--- config.mk ---
export PLATFORM = sky130hd
export DESIGN_NAME = regwrite_arbiter
export DESIGN_NICKNAME = d
export VERILOG_FILES = /design/src/rtl/regwrite_arbiter.sv
export SDC_FILE = /design/constraint.sdc
export NUM_CORES = 1
export LEC_CHECK = 0
export BUFFER_PORTS_ARGS = -buffer_cell sky130_fd_sc_hd__buf_2
export CAP_MARGIN = 20
export CORE_ASPECT_RATIO = 1.75
export CORE_MARGIN = 8
export CORE_UTILIZATION = 25
export DETAILED_ROUTE_END_ITERATION = 10
export GPL_ROUTABILITY_DRIVEN = 0
export PLACE_DENSITY = 0.44
export SLEW_MARGIN = 25
export SYNTH_ARGS = -nofsm -noshare
export SYNTH_HDL_FRONTEND = slang
export SYNTH_SLANG_ARGS = --single-unit
export TNS_END_PERCENT = 50
--- constraint.sdc ---
create_clock -name clk_i -period 3 [get_ports clk_i]
set_input_delay 0.9 -clock clk_i [delete_from_list [all_inputs] [get_ports clk_i]]
set_output_delay 0.9 -clock clk_i [all_outputs]
set_load 0.05 [all_outputs]
--- src/rtl/regwrite_arbiter.sv ---
// regwrite_arbiter: shares one register-file write port between a pipeline
// writeback source (A) and a buffered multi-cycle mul/div source (B).
// Ports:
//   clk_i, rst_i                     clock, synchronous active-low reset
//   WBRegWrite_i/WBaddr_i/WBdata_i   source A write request
//   MDvalid_i/MDaddr_i/MDdata_i      source B result, accepted when MDready_o
//   MDready_o                        B FIFO has room
//   RegWrite_o/RDaddr_o/RDdata_o     register-file write port
//   stall_o                          freeze pipeline while B is forced through
module regwrite_arbiter #(
    parameter int STARVE_LIMIT = 4
) (
    input  logic        clk_i,
    input  logic        rst_i,
    input  logic        WBRegWrite_i,
    input  logic [4:0]  WBaddr_i,
    input  logic [31:0] WBdata_i,
    input  logic        MDvalid_i,
    input  logic [4:0]  MDaddr_i,
    input  logic [31:0] MDdata_i,
    output logic        MDready_o,
    output logic        RegWrite_o,
    output logic [4:0]  RDaddr_o,
    output logic [31:0] RDdata_o,
    output logic        stall_o
);
    localparam logic A_PRIO = 1'b0;
    localparam logic B_PRIO = 1'b1;

    logic        state_q, state_d;
    logic [2:0]  cnt_q, cnt_d;
    logic [1:0]  count_q, count_d;
    logic        rd_ptr_q, wr_ptr_q;
    logic [4:0]  addr_q [2];
    logic [31:0] data_q [2];
    logic        a_valid, non_empty, push, pop, grant_a, lose, hit;

    assign a_valid   = WBRegWrite_i & (WBaddr_i != 5'd0);
    assign non_empty = count_q != 2'd0;
    assign MDready_o = rst_i & (count_q != 2'd2);
    // Writes to r0 complete the handshake but are never stored.
    assign push      = MDvalid_i & MDready_o & (MDaddr_i != 5'd0);
    assign grant_a   = rst_i & (state_q == A_PRIO) & a_valid;
    assign pop       = rst_i & non_empty & ((state_q == B_PRIO) | ~a_valid);
    assign stall_o   = rst_i & (state_q == B_PRIO) & a_valid;

    assign RegWrite_o = grant_a | pop;
    assign RDaddr_o   = grant_a ? WBaddr_i : pop ? addr_q[rd_ptr_q] : 5'd0;
    assign RDdata_o   = grant_a ? WBdata_i : pop ? data_q[rd_ptr_q] : 32'd0;

    // The FIFO head lost to A this cycle; reaching the limit forces it next cycle.
    assign lose    = (state_q == A_PRIO) & non_empty & ~pop;
    assign hit     = lose & (cnt_q + 3'd1 == 3'(STARVE_LIMIT));
    assign state_d = hit ? B_PRIO : A_PRIO;
    assign cnt_d   = (lose & ~hit) ? cnt_q + 3'd1 : 3'd0;
    assign count_d = count_q + 2'(push) - 2'(pop);

    always_ff @(posedge clk_i) begin
        if (!rst_i) begin
            state_q  <= A_PRIO;
            cnt_q    <= 3'd0;
            count_q  <= 2'd0;
            rd_ptr_q <= 1'b0;
            wr_ptr_q <= 1'b0;
        end else begin
            state_q  <= state_d;
            cnt_q    <= cnt_d;
            count_q  <= count_d;
            rd_ptr_q <= rd_ptr_q ^ pop;
            wr_ptr_q <= wr_ptr_q ^ push;
        end
    end

    always_ff @(posedge clk_i) begin
        if (push) begin
            addr_q[wr_ptr_q] <= MDaddr_i;
            data_q[wr_ptr_q] <= MDdata_i;
        end
    end
endmodule

==> results.py, run 1 <==
metrics = {
    "outcome": {
        "outcome": "finished with violations",
        "violations": "setup timing",
    },
    "clock_tree": {
        "cts_sinks": 83,
        "root_buffer": "clkbuf_16",
        "postCtsSetupBuffers": 0,
        "cts_tree": "built",
        "numCtsBuffers": 9,
        "clk_latency_ns": 0.34,
        "clk_path_buf_depth": 2,
        "clk_pin_slew_ns": 0.06,
        "htreeDepth": 3,
    },
    "worst_setup_path": {
        "path_max_fanout": 16,
        "crit_family": "simple AND/OR/NAND/NOR gates",
        "crit_top_cell": "buf_6",
        "slowest_stage": "or4_4",
        "end_kind": "output pin",
        "cp.required_ns": 2.10,
        "timing.rr.start": "state_q",
        "reg2reg_setup_slack_ns": 0.98,
        "crit_type": "in2out",
        "crit_path_start_kind": "input pin",
        "path_cells": "buf_6, or4_4, o21a_4, buf_12, mux2i_4, buf_6",
        "worstReg2RegEnd": "count_q[1]",
        "crit_arrival_ns": 2.36,
        "r2r_cells": 10,
        "critPathBufInv": 3,
        "max_stage_delay_ns": 0.53,
    },
    "finish": {
        "fillCellCount": 1479,
        "finalNetCount": 503,
        "final_common_cell": "buf_2",
        "area_delta_synth_final_pct": 49.23,
        "mostFrequentLayoutCells": "buf_2 (77), edfxtp_1 (74), nand2_1 (65), buf_6 (40), mux2_2 (33)",
        "drive_gt1_share_pct": 54.01,
    },
    "timing": {
        "finalHoldViolations": 0,
        "fin_ws_ns": -0.2563,
        "report.final.slew_viol_count": 0,
        "rsz0062_at_grt": "true",
        "worst_pin_slew_ns": 0.4447,
        "relSlewSlack_pct": 70.04,
        "skew_ns": 0.005857,
        "setup_viol": 38,
        "tns_ns": -8.492,
        "post-route-period-util_pct": 108.5,
        "clock.fmax_ghz": 0.3071,
        "period_needed_ns": 3.256,
    },
    "synthesis": {
        "yosys.area.top_type": "edfxtp_1",
        "syn-instance-count": 290,
        "avgSynthCellArea_um2": 13.52,
        "syn_area_um2": 3921,
        "synth_nets": 374,
        "synth_seq_cells": 83,
        "synthDistinctLibCells": 35,
        "yosys-top-cells-area": "edfxtp_1 (57%), mux2_2 (9.5%), mux2i_1 (9.4%)",
        "yosysSeqAreaShare_pct": 61.26,
        "synthArstFlopShare_pct": 0,
        "synthFlopType": "edfxtp_1",
        "synth-edff-count": 74,
        "yosysWarnings": 0,
        "synthDominantCellAreaShare_pct": 56.67,
    },
    "global_routing": {
        "grt_max_degree": 28,
        "met3_usage_pct": 2.970,
        "use_met2_pct": 20.16,
        "antenna_found_initial": 1,
        "grtUsageMet1_pct": 10.12,
        "first_global_vias": 3117,
        "grt.busiest_layer": "met2",
        "grt_overflow": 0,
        "grt_pass1_wl_mm": 16.68,
        "grt_use_total_pct": 10.73,
    },
    "hold_path": {
        "min_to": "cnt_q[0]",
        "hold_class": "reg2reg",
        "hold_path_startpoint": "cnt_q[0]",
        "min_path_cells": 1,
    },
    "routing": {
        "ant_nets": 0,
        "routed_via_density": 4.462,
        "routed_wl_mm": 10.46,
        "drtIter0Drc": 73,
        "drc": 0,
        "vias": 2726,
        "wire_per_inst_um": 17.12,
        "drtPass1Iterations": 4,
    },
    "die": {
        "start_util_pct": 25.48,
        "die_height_um": 181.7,
        "core_area_um2": 15390,
        "io_pins": 118,
        "fp-row-count": 60,
        "fp.dieW_um": 110.7,
        "dieArea_um2": 20110,
    },
    "power_and_ir_drop": {
        "p_per_area_nw_per_um2": 584.6,
        "leakage_uw": 0.002149,
        "ir_drop_mv": 0.2906,
    },
    "placed_design": {
        "dpl_worst_slack_ns": -0.3564,
        "hpwlAfterDp_mm": 7.887,
        "io_buffers": 117,
    },
    "flow_run": {
        "cap_viol_max_count": 0,
    },
}
-- cell families after synthesis --
| group | synth area share [%] |
|---|---|
| adders and majority gates | 1.914 |
| buffers and inverters | 3.159 |
| DFF | 61.26 |
| xor gates and xnor gates | 0.6702 |
| and+or+nand+nor | 10.66 |
| muxes | 18.92 |
| AOI/OAI and AO/OA | 3.414 |
-- synth_stat cells, drive strengths merged (2+ instances only) --
cell     n
edfxtp  74
nand2   65
mux2i   37
mux2    33
buf     10
clkbuf   9
dfxtp    9
ha       6
nand3    6
o31ai    5
inv      3
nor2     3
o21ai    3
or4      3
xnor2    3
and2     2
nand2b   2
nand4    2
nor2b    2
o21a     2
-- worst reg2reg max path, stage by stage, from the launching register on --
cell and delay, ns:
dfxtp_1 0.33, nor2b_1 0.22, o21a_4 0.22, buf_12 0.20, nor2_1 0.06, ha_1 0.27, inv_1 0.04, ha_1 0.18
xnor2_1 0.13, xnor2_1 0.12, and2_1 0.15
-- where the power goes --
| part | internal, µW | total [µW] | switching (µW) |
|---|---|---|---|
| Combinational | 417 | 975 | 558 |
| Sequential | 1340 | 1360 | 22.6 |
| Clock | 646 | 1090 | 442 |
-- per-stage QoR --
stage / cell area (µm²) / std cells / util, % / power (µW) / hold WS (ns)
final: 5852 / 611 / 38.02 / 3421 / 0.4717
after global routing: 5852 / 611 / 38.02 / 3576 / 0.4943
after CTS: 5849 / 610 / 38.01 / 3489 / 0.4829
after detailed placement: 5305 / 594 / 34.47 / 2302 / 0.4738
after global placement: 5305 / 594 / 34.47 / 2292 / 0.4563
after floorplan: 4365 / 290 / - / 2036 / 0.4363
-- metal layers --
metal	vias to the layer above	wire (µm)
met5	-	0
li1	1331	-
met3	19	481
met1	1308	3803
met4	0	340
met2	68	5837
-- flip-flops by register name, indices dropped and copies added (netlist names), named ones only --
register  count
data_q       64
addr_q       10
cnt_q         3
count_q       2
rd_ptr_q      1
state_q       1
wr_ptr_q      1
-- cell type report --
| cell class | count | area, µm² | share of cell area (%) |
|---|---|---|---|
| flip-flops and latches | 83 | 2404 | 41.07 |
| multi-input cells | 185 | 1847 | 31.56 |
| repair buffers | 137 | 1061 | 18.13 |
| well taps | 186 | 232.7 | 3.977 |
| clock buffers | 10 | 229.0 | 3.913 |
| clock inverters | 6 | 65.06 | 1.112 |
| inverters | 3 | 11.26 | 0.1924 |
| diodes | 1 | 2.502 | 0.04276 |
-- timing repair --
item                                    in CTS  in global routing
hold endpoints to repair                     0                  0
endpoints found under the setup margin      38                 38
resized for setup                           78                  0
hold buffers                                 0                  0
-- how the worst max path moves through the flow --
stage	endpoint	cells after the start	startpoint	slack, ns
after floorplan	RDaddr_o[0]	5	WBaddr_i[1]	-0.30
after global placement	RDdata_o[6]	6	WBaddr_i[1]	-0.34
after detailed placement	RDdata_o[3]	6	WBaddr_i[1]	-0.36
after CTS	RDdata_o[3]	6	WBaddr_i[1]	-0.26
after global routing	RDdata_o[3]	6	WBaddr_i[1]	-0.28
final	RDdata_o[3]	6	WBaddr_i[1]	-0.26
Note: power is estimated with default switching activity, not from simulation.
==> run 2, diff against run 1 <==
--- a/config.mk
+++ b/config.mk
@@ -5,14 +5,16 @@
 export SDC_FILE = /design/constraint.sdc
 export NUM_CORES = 1
 export LEC_CHECK = 0
-export BUFFER_PORTS_ARGS = -buffer_cell sky130_fd_sc_hd__buf_2
+export BUFFER_PORTS_ARGS = -buffer_cell sky130_fd_sc_hd__buf_4
 export CAP_MARGIN = 20
+export CELL_PAD_IN_SITES_DETAIL_PLACEMENT = 0
+export CELL_PAD_IN_SITES_GLOBAL_PLACEMENT = 1
 export CORE_ASPECT_RATIO = 1.75
 export CORE_MARGIN = 8
 export CORE_UTILIZATION = 25
 export DETAILED_ROUTE_END_ITERATION = 10
 export GPL_ROUTABILITY_DRIVEN = 0
-export PLACE_DENSITY = 0.44
+export PLACE_DENSITY = 0.53
 export SLEW_MARGIN = 25
 export SYNTH_ARGS = -nofsm -noshare
 export SYNTH_HDL_FRONTEND = slang
==> run 2 against run 1 <==
Net effect: the run still ends with setup timing left; hold slack gained 0.0039 ns; fmax shrank 2.2%; total power shrank 1.2%; combinational power shrank 1%; setup slack lost 0.075 ns; clock power is essentially flat; final cell count shrank 0.65%; critical path type unchanged; critical endpoint is now RDdata_o[14]; largest cell class unchanged; largest power group unchanged.
==> results.py, run 2 (same netlist as run 1, synthesis figures left out) <==
metrics = {
    "global_routing": {
        "grt_max_degree": 25,
        "grt_use_total_pct": 10.34,
        "antenna_found_initial": 1,
        "grt_pass1_wl_mm": 16.02,
        "first_global_vias": 2999,
        "grt_overflow": 0,
    },
    "finish": {
        "top_regs": "data_q: 64 flops, addr_q: 10 flops, cnt_q: 3 flops",
        "instances_no_fill": 607,
        "final_util_pct": 38.37,
        "final_common_cell": "buf_4",
        "n_antenna_cell": 0,
        "largest-register": "data_q",
        "area_delta_synth_final_pct": 50.57,
        "mostFrequentLayoutCells": "buf_4 (121), edfxtp_1 (74), nand2_1 (65), mux2_2 (33), mux2i_4 (32)",
        "fillCellCount": 1460,
        "finalNetCount": 500,
        "largest_register_ffs": 64,
        "fin_area_um2": 5904,
        "drive_gt1_share_pct": 53.44,
    },
    "timing": {
        "rsz0062_at_grt": "true",
        "post-route-period-util_pct": 111.0,
        "finalHoldViolations": 0,
        "skew_ns": 0.006170,
        "report.final.slew_viol_count": 0,
        "worst_pin_slew_ns": 0.3092,
        "clock.fmax_ghz": 0.3002,
        "setup_viol": 38,
        "fin_ws_ns": -0.3312,
        "relSlewSlack_pct": 79.17,
        "period_needed_ns": 3.331,
    },
    "clock_tree": {
        "cts_sinks": 83,
        "clk_latency_ns": 0.33,
        "htreeDepth": 3,
        "clk_path_buf_depth": 2,
        "numCtsBuffers": 9,
        "postCtsSetupBuffers": 0,
        "root_buffer": "clkbuf_16",
        "cts_tree": "built",
        "cts-hold-fix-buffers": 0,
        "clk_pin_slew_ns": 0.06,
    },
    "die": {
        "fp-row-count": 60,
        "core_area_um2": 15390,
        "dieArea_um2": 20110,
        "die_height_um": 181.7,
        "fp.dieW_um": 110.7,
        "io_pins": 118,
        "start_util_pct": 25.48,
    },
    "routing": {
        "wire_per_inst_um": 17.04,
        "drtPass1Iterations": 4,
        "drc": 0,
        "routed_wl_mm": 10.34,
        "routed_via_density": 4.491,
        "drtIter0Drc": 88,
        "ant_nets": 0,
        "vias": 2726,
    },
    "worst_setup_path": {
        "cp.required_ns": 2.10,
        "path_max_fanout": 19,
        "crit_type": "in2out",
        "end_kind": "output pin",
        "crit_path_start_kind": "input pin",
        "crit_arrival_ns": 2.43,
    },
    "placed_design": {
        "hpwlAfterDp_mm": 7.822,
        "place_inst": 591,
        "postPlaceCellArea_um2": 5600,
        "io_buffers": 117,
    },
    "power_and_ir_drop": {
        "ir_drop_mv": 0.2718,
        "p_per_area_nw_per_um2": 572.6,
        "finalPower_uw": 3381,
        "leakage_uw": 0.002168,
    },
    "hold_path": {
        "hold_class": "reg2reg",
    },
    "outcome": {
        "violations": "setup timing",
        "outcome": "finished with violations",
    },
    "flow_run": {
        "cap_viol_max_count": 0,
    },
}
-- run 2: changes by cell type in the layout (fill, tap and decap cells not counted) --
| cell | delta |
|---|---|
| buf_12 | +2 |
| diode_2 | -1 |
| clkinv_2 | +1 |
| buf_6 | -35 |
| inv_6 | -1 |
| buf_2 | -77 |
| clkinv_4 | -1 |
| buf_4 | +107 |
| clkinv_1 | +1 |
-- run 2: critical path, stage by stage --
cell,delay (ns)
buf_4,0.11
or4_4,0.53
o21a_4,0.23
buf_12,0.18
mux2i_4,0.22
buf_4,0.20
-- run 2: path summary, 6_finish.rpt --
path,start,end,slack (ns),depth (start not counted)
max reg2reg,state_q,count_q[1],0.88,10
max,WBaddr_i[1],RDdata_o[14],-0.33,6
min,cnt_q[0],cnt_q[0],0.48,1
min reg2reg,cnt_q[0],cnt_q[0],0.48,1
-- run 2: layout make-up --
| type | count | area [µm²] | share of cell area, % |
|---|---|---|---|
| multi-input combinational | 185 | 1847 | 31.28 |
| inverter | 3 | 11.26 | 0.1907 |
| sequential | 83 | 2404 | 40.71 |
| timing repair buffer | 134 | 1125 | 19.05 |
| tap | 186 | 232.7 | 3.942 |
| clock inverter | 6 | 56.30 | 0.9536 |
| clock buffer | 10 | 229.0 | 3.878 |
-- run 2: routing by layer --
layer / vias to the layer above / share of wire, % / GRT usage (%) / routed length, µm
met5: - / 0.13 / 0 / 13
met2: 62 / 58 / 19.92 / 5962
met1: 1334 / 36 / 9.882 / 3742
met4: 2 / 1.6 / 4.402 / 168
met3: 10 / 4.4 / 2.838 / 454
li1: 1318 / - / - / -
-- run 2: per-stage QoR --
step	hold slack (ns)	setup WS, ns	TNS (ns)
floorplan	0.4363	-0.2975	-8.798
global placement	0.4554	-0.3195	-11.73
detailed placement	0.4695	-0.3245	-11.98
CTS	0.4786	-0.3199	-11.83
global route	0.4996	-0.3484	-12.65
finish	0.4756	-0.3312	-11.62
-- run 2: where the power goes --
group / leakage (µW) / total (µW) / internal [µW] / switching, µW
combinational: 0.00128 / 962 / 415 / 547
sequential: 0.000752 / 1360 / 1340 / 23.0
clock: 0.000140 / 1060 / 637 / 424
-- run 2: timing repair --
action,4_1_cts,5_1_grt
gates cloned,0,0
endpoints found under the setup margin,38,38
resized for setup,5,0
==> run 3, diff against run 2 <==
--- a/config.mk
+++ b/config.mk
@@ -10,7 +10,7 @@
 export CELL_PAD_IN_SITES_DETAIL_PLACEMENT = 0
 export CELL_PAD_IN_SITES_GLOBAL_PLACEMENT = 1
 export CORE_ASPECT_RATIO = 1.75
-export CORE_MARGIN = 8
+export CORE_MARGIN = 2
 export CORE_UTILIZATION = 25
 export DETAILED_ROUTE_END_ITERATION = 10
 export GPL_ROUTABILITY_DRIVEN = 0
@@ -19,4 +19,3 @@
 export SYNTH_ARGS = -nofsm -noshare
 export SYNTH_HDL_FRONTEND = slang
 export SYNTH_SLANG_ARGS = --single-unit
-export TNS_END_PERCENT = 50
==> run 3 against run 2 <==
Net effect: the flow still finishes with violations (setup timing); global-route usage up 2.3 points; critical path type unchanged; sequential share of layout area fell by 1.1 points; design area up 2.9%; largest power group unchanged; wire length is 2.7% lower; hold slack lost 0.0021 ns.
==> results.py, run 3 (same netlist as run 1, synthesis figures left out) <==
metrics = {
    "routing": {
        "vias": 2730,
        "routed_wl_mm": 10.06,
        "drtPass1Iterations": 4,
        "wire_per_inst_um": 16.46,
        "drc": 0,
        "ant_nets": 0,
        "routed_via_density": 4.468,
        "drtIter0Drc": 88,
    },
    "clock_tree": {
        "htreeDepth": 3,
        "cts_tree": "built",
        "numCtsBuffers": 9,
        "cts_sinks": 83,
        "clk_latency_ns": 0.34,
        "root_buffer": "clkbuf_16",
        "cts-hold-fix-buffers": 0,
        "clk_path_buf_depth": 2,
        "clk_pin_slew_ns": 0.07,
    },
    "power_and_ir_drop": {
        "leakage_uw": 0.002222,
        "p_clk_share_pct": 30.2,
        "pwr-share-seq_pct": 40.1,
        "power_frac_comb_pct": 29.7,
        "p_switching_uw": 1035,
        "p_per_area_nw_per_um2": 557.1,
        "switching_share_pct": 30.59,
        "p_int_uw": 2348,
        "ir_drop_mv": 0.3138,
    },
    "worst_setup_path": {
        "worstReg2RegEnd": "count_q[1]",
        "end_kind": "output pin",
        "crit_arrival_ns": 2.37,
        "crit_type": "in2out",
        "cp.required_ns": 2.10,
        "crit_path_start_kind": "input pin",
        "r2r_cells": 10,
        "timing.rr.start": "state_q",
        "path_max_fanout": 11,
        "reg2reg_setup_slack_ns": 0.92,
    },
    "placed_design": {
        "hpwlAfterDp_mm": 7.385,
        "dpl_worst_slack_ns": -0.3291,
        "io_buffers": 117,
    },
    "hold_path": {
        "hold_path_startpoint": "cnt_q[0]",
        "hold_class": "reg2reg",
        "min_path_cells": 1,
        "min_to": "cnt_q[0]",
    },
    "die": {
        "die_height_um": 169.7,
        "fp-row-count": 60,
        "fp.dieW_um": 98.67,
        "dieArea_um2": 16740,
        "io_pins": 118,
        "start_util_pct": 25.48,
        "core_area_um2": 15390,
    },
    "finish": {
        "mostFrequentLayoutCells": "buf_4 (89), edfxtp_1 (74), nand2_1 (65), buf_6 (41), mux2_2 (33)",
        "final_common_cell": "buf_4",
        "top_regs": "data_q: 64 flops, addr_q: 10 flops, cnt_q: 3 flops",
        "n_antenna_cell": 0,
        "area_delta_synth_final_pct": 54.88,
        "fillCellCount": 1453,
        "drive_gt1_share_pct": 54.82,
        "largest-register": "data_q",
        "largest_register_ffs": 64,
        "finalNetCount": 504,
    },
    "flow_run": {
        "cap_viol_max_count": 0,
    },
    "timing": {
        "finalHoldViolations": 0,
        "setup_viol": 38,
        "skew_ns": 0.008128,
        "holdWs_ns": 0.4735,
        "fin_ws_ns": -0.2710,
        "period_needed_ns": 3.271,
        "worst_pin_slew_ns": 0.3576,
        "clock.fmax_ghz": 0.3057,
        "rsz0062_at_grt": "true",
        "post-route-period-util_pct": 109.0,
        "relSlewSlack_pct": 75.91,
        "report.final.slew_viol_count": 0,
    },
    "global_routing": {
        "antenna_found_initial": 0,
        "grt_use_total_pct": 12.64,
        "grt_overflow": 0,
        "grt_pass1_wl_mm": 15.89,
        "grt_max_degree": 26,
        "first_global_vias": 3053,
    },
    "outcome": {
        "outcome": "finished with violations",
        "violations": "setup timing",
    },
}
## run 3: power groups by stage
stage	Sequential [µW]	Combinational (µW)	Clock (µW)
final	1360	1000	1020
after global routing	1360	1080	1120
after CTS	1360	1030	1060
after detailed placement	1380	976	0
after global placement	1380	968	0
after floorplan	1380	663	0
## run 3: what timing repair did
item                                    in CTS  in global routing
resized for setup                           40                  2
endpoints found under the setup margin      38                 38
hold endpoints to repair                     0                  0
setup buffers                                0                  1
gates cloned                                 1                  0
pin swaps                                    0                  0
## run 3: stage by stage
stage | cell area, µm² | setup TNS [ns] | total power, µW | util (%) | std cells
global route | 6073 | -10.68 | 3560 | 39.46 | 611
global placement | 5607 | -11.09 | 2348 | 36.43 | 593
finish | 6073 | -9.435 | 3383 | 39.46 | 611
floorplan | 4378 | -8.741 | 2039 | - | 290
detailed placement | 5607 | -11.38 | 2360 | 36.43 | 593
CTS | 6058 | -10.08 | 3444 | 39.37 | 610
## run 3: worst max path at each step
stage / from / end / slack [ns]
after global routing: WBaddr_i[1] / RDaddr_o[1] / -0.31
after detailed placement: WBaddr_i[1] / RDaddr_o[3] / -0.33
after global placement: WBaddr_i[1] / RDdata_o[12] / -0.31
final: WBaddr_i[1] / RegWrite_o / -0.27
after CTS: WBaddr_i[1] / RDaddr_o[2] / -0.29
after floorplan: WBaddr_i[1] / RDaddr_o[0] / -0.28
## run 3: final cells by class
cell class | count | area (µm²) | share of cell area (%)
timing repair buffer | 138 | 1297 | 21.36
tap | 186 | 232.7 | 3.832
sequential | 83 | 2404 | 39.58
inverter | 3 | 11.26 | 0.1854
clock inverter | 7 | 52.55 | 0.8653
multi-input combinational | 185 | 1851 | 30.47
clock buffer | 9 | 225.2 | 3.708
## run 3: worst max-delay path, cell delays in order
cell and delay (ns):
buf_6 0.09, or4_4 0.54, o21a_4 0.28, buf_12 0.18, a21o_2 0.22, buf_6 0.15
## run 3: layer usage
metal  routed length, µm  vias to the layer above  GRT usage, %
li1                    -                     1328             -
met1                3369                     1335         12.20
met4                 160                        0         4.646
met5                   0                        -             0
met3                 392                        8         2.718
met2                6135                       59         25.44
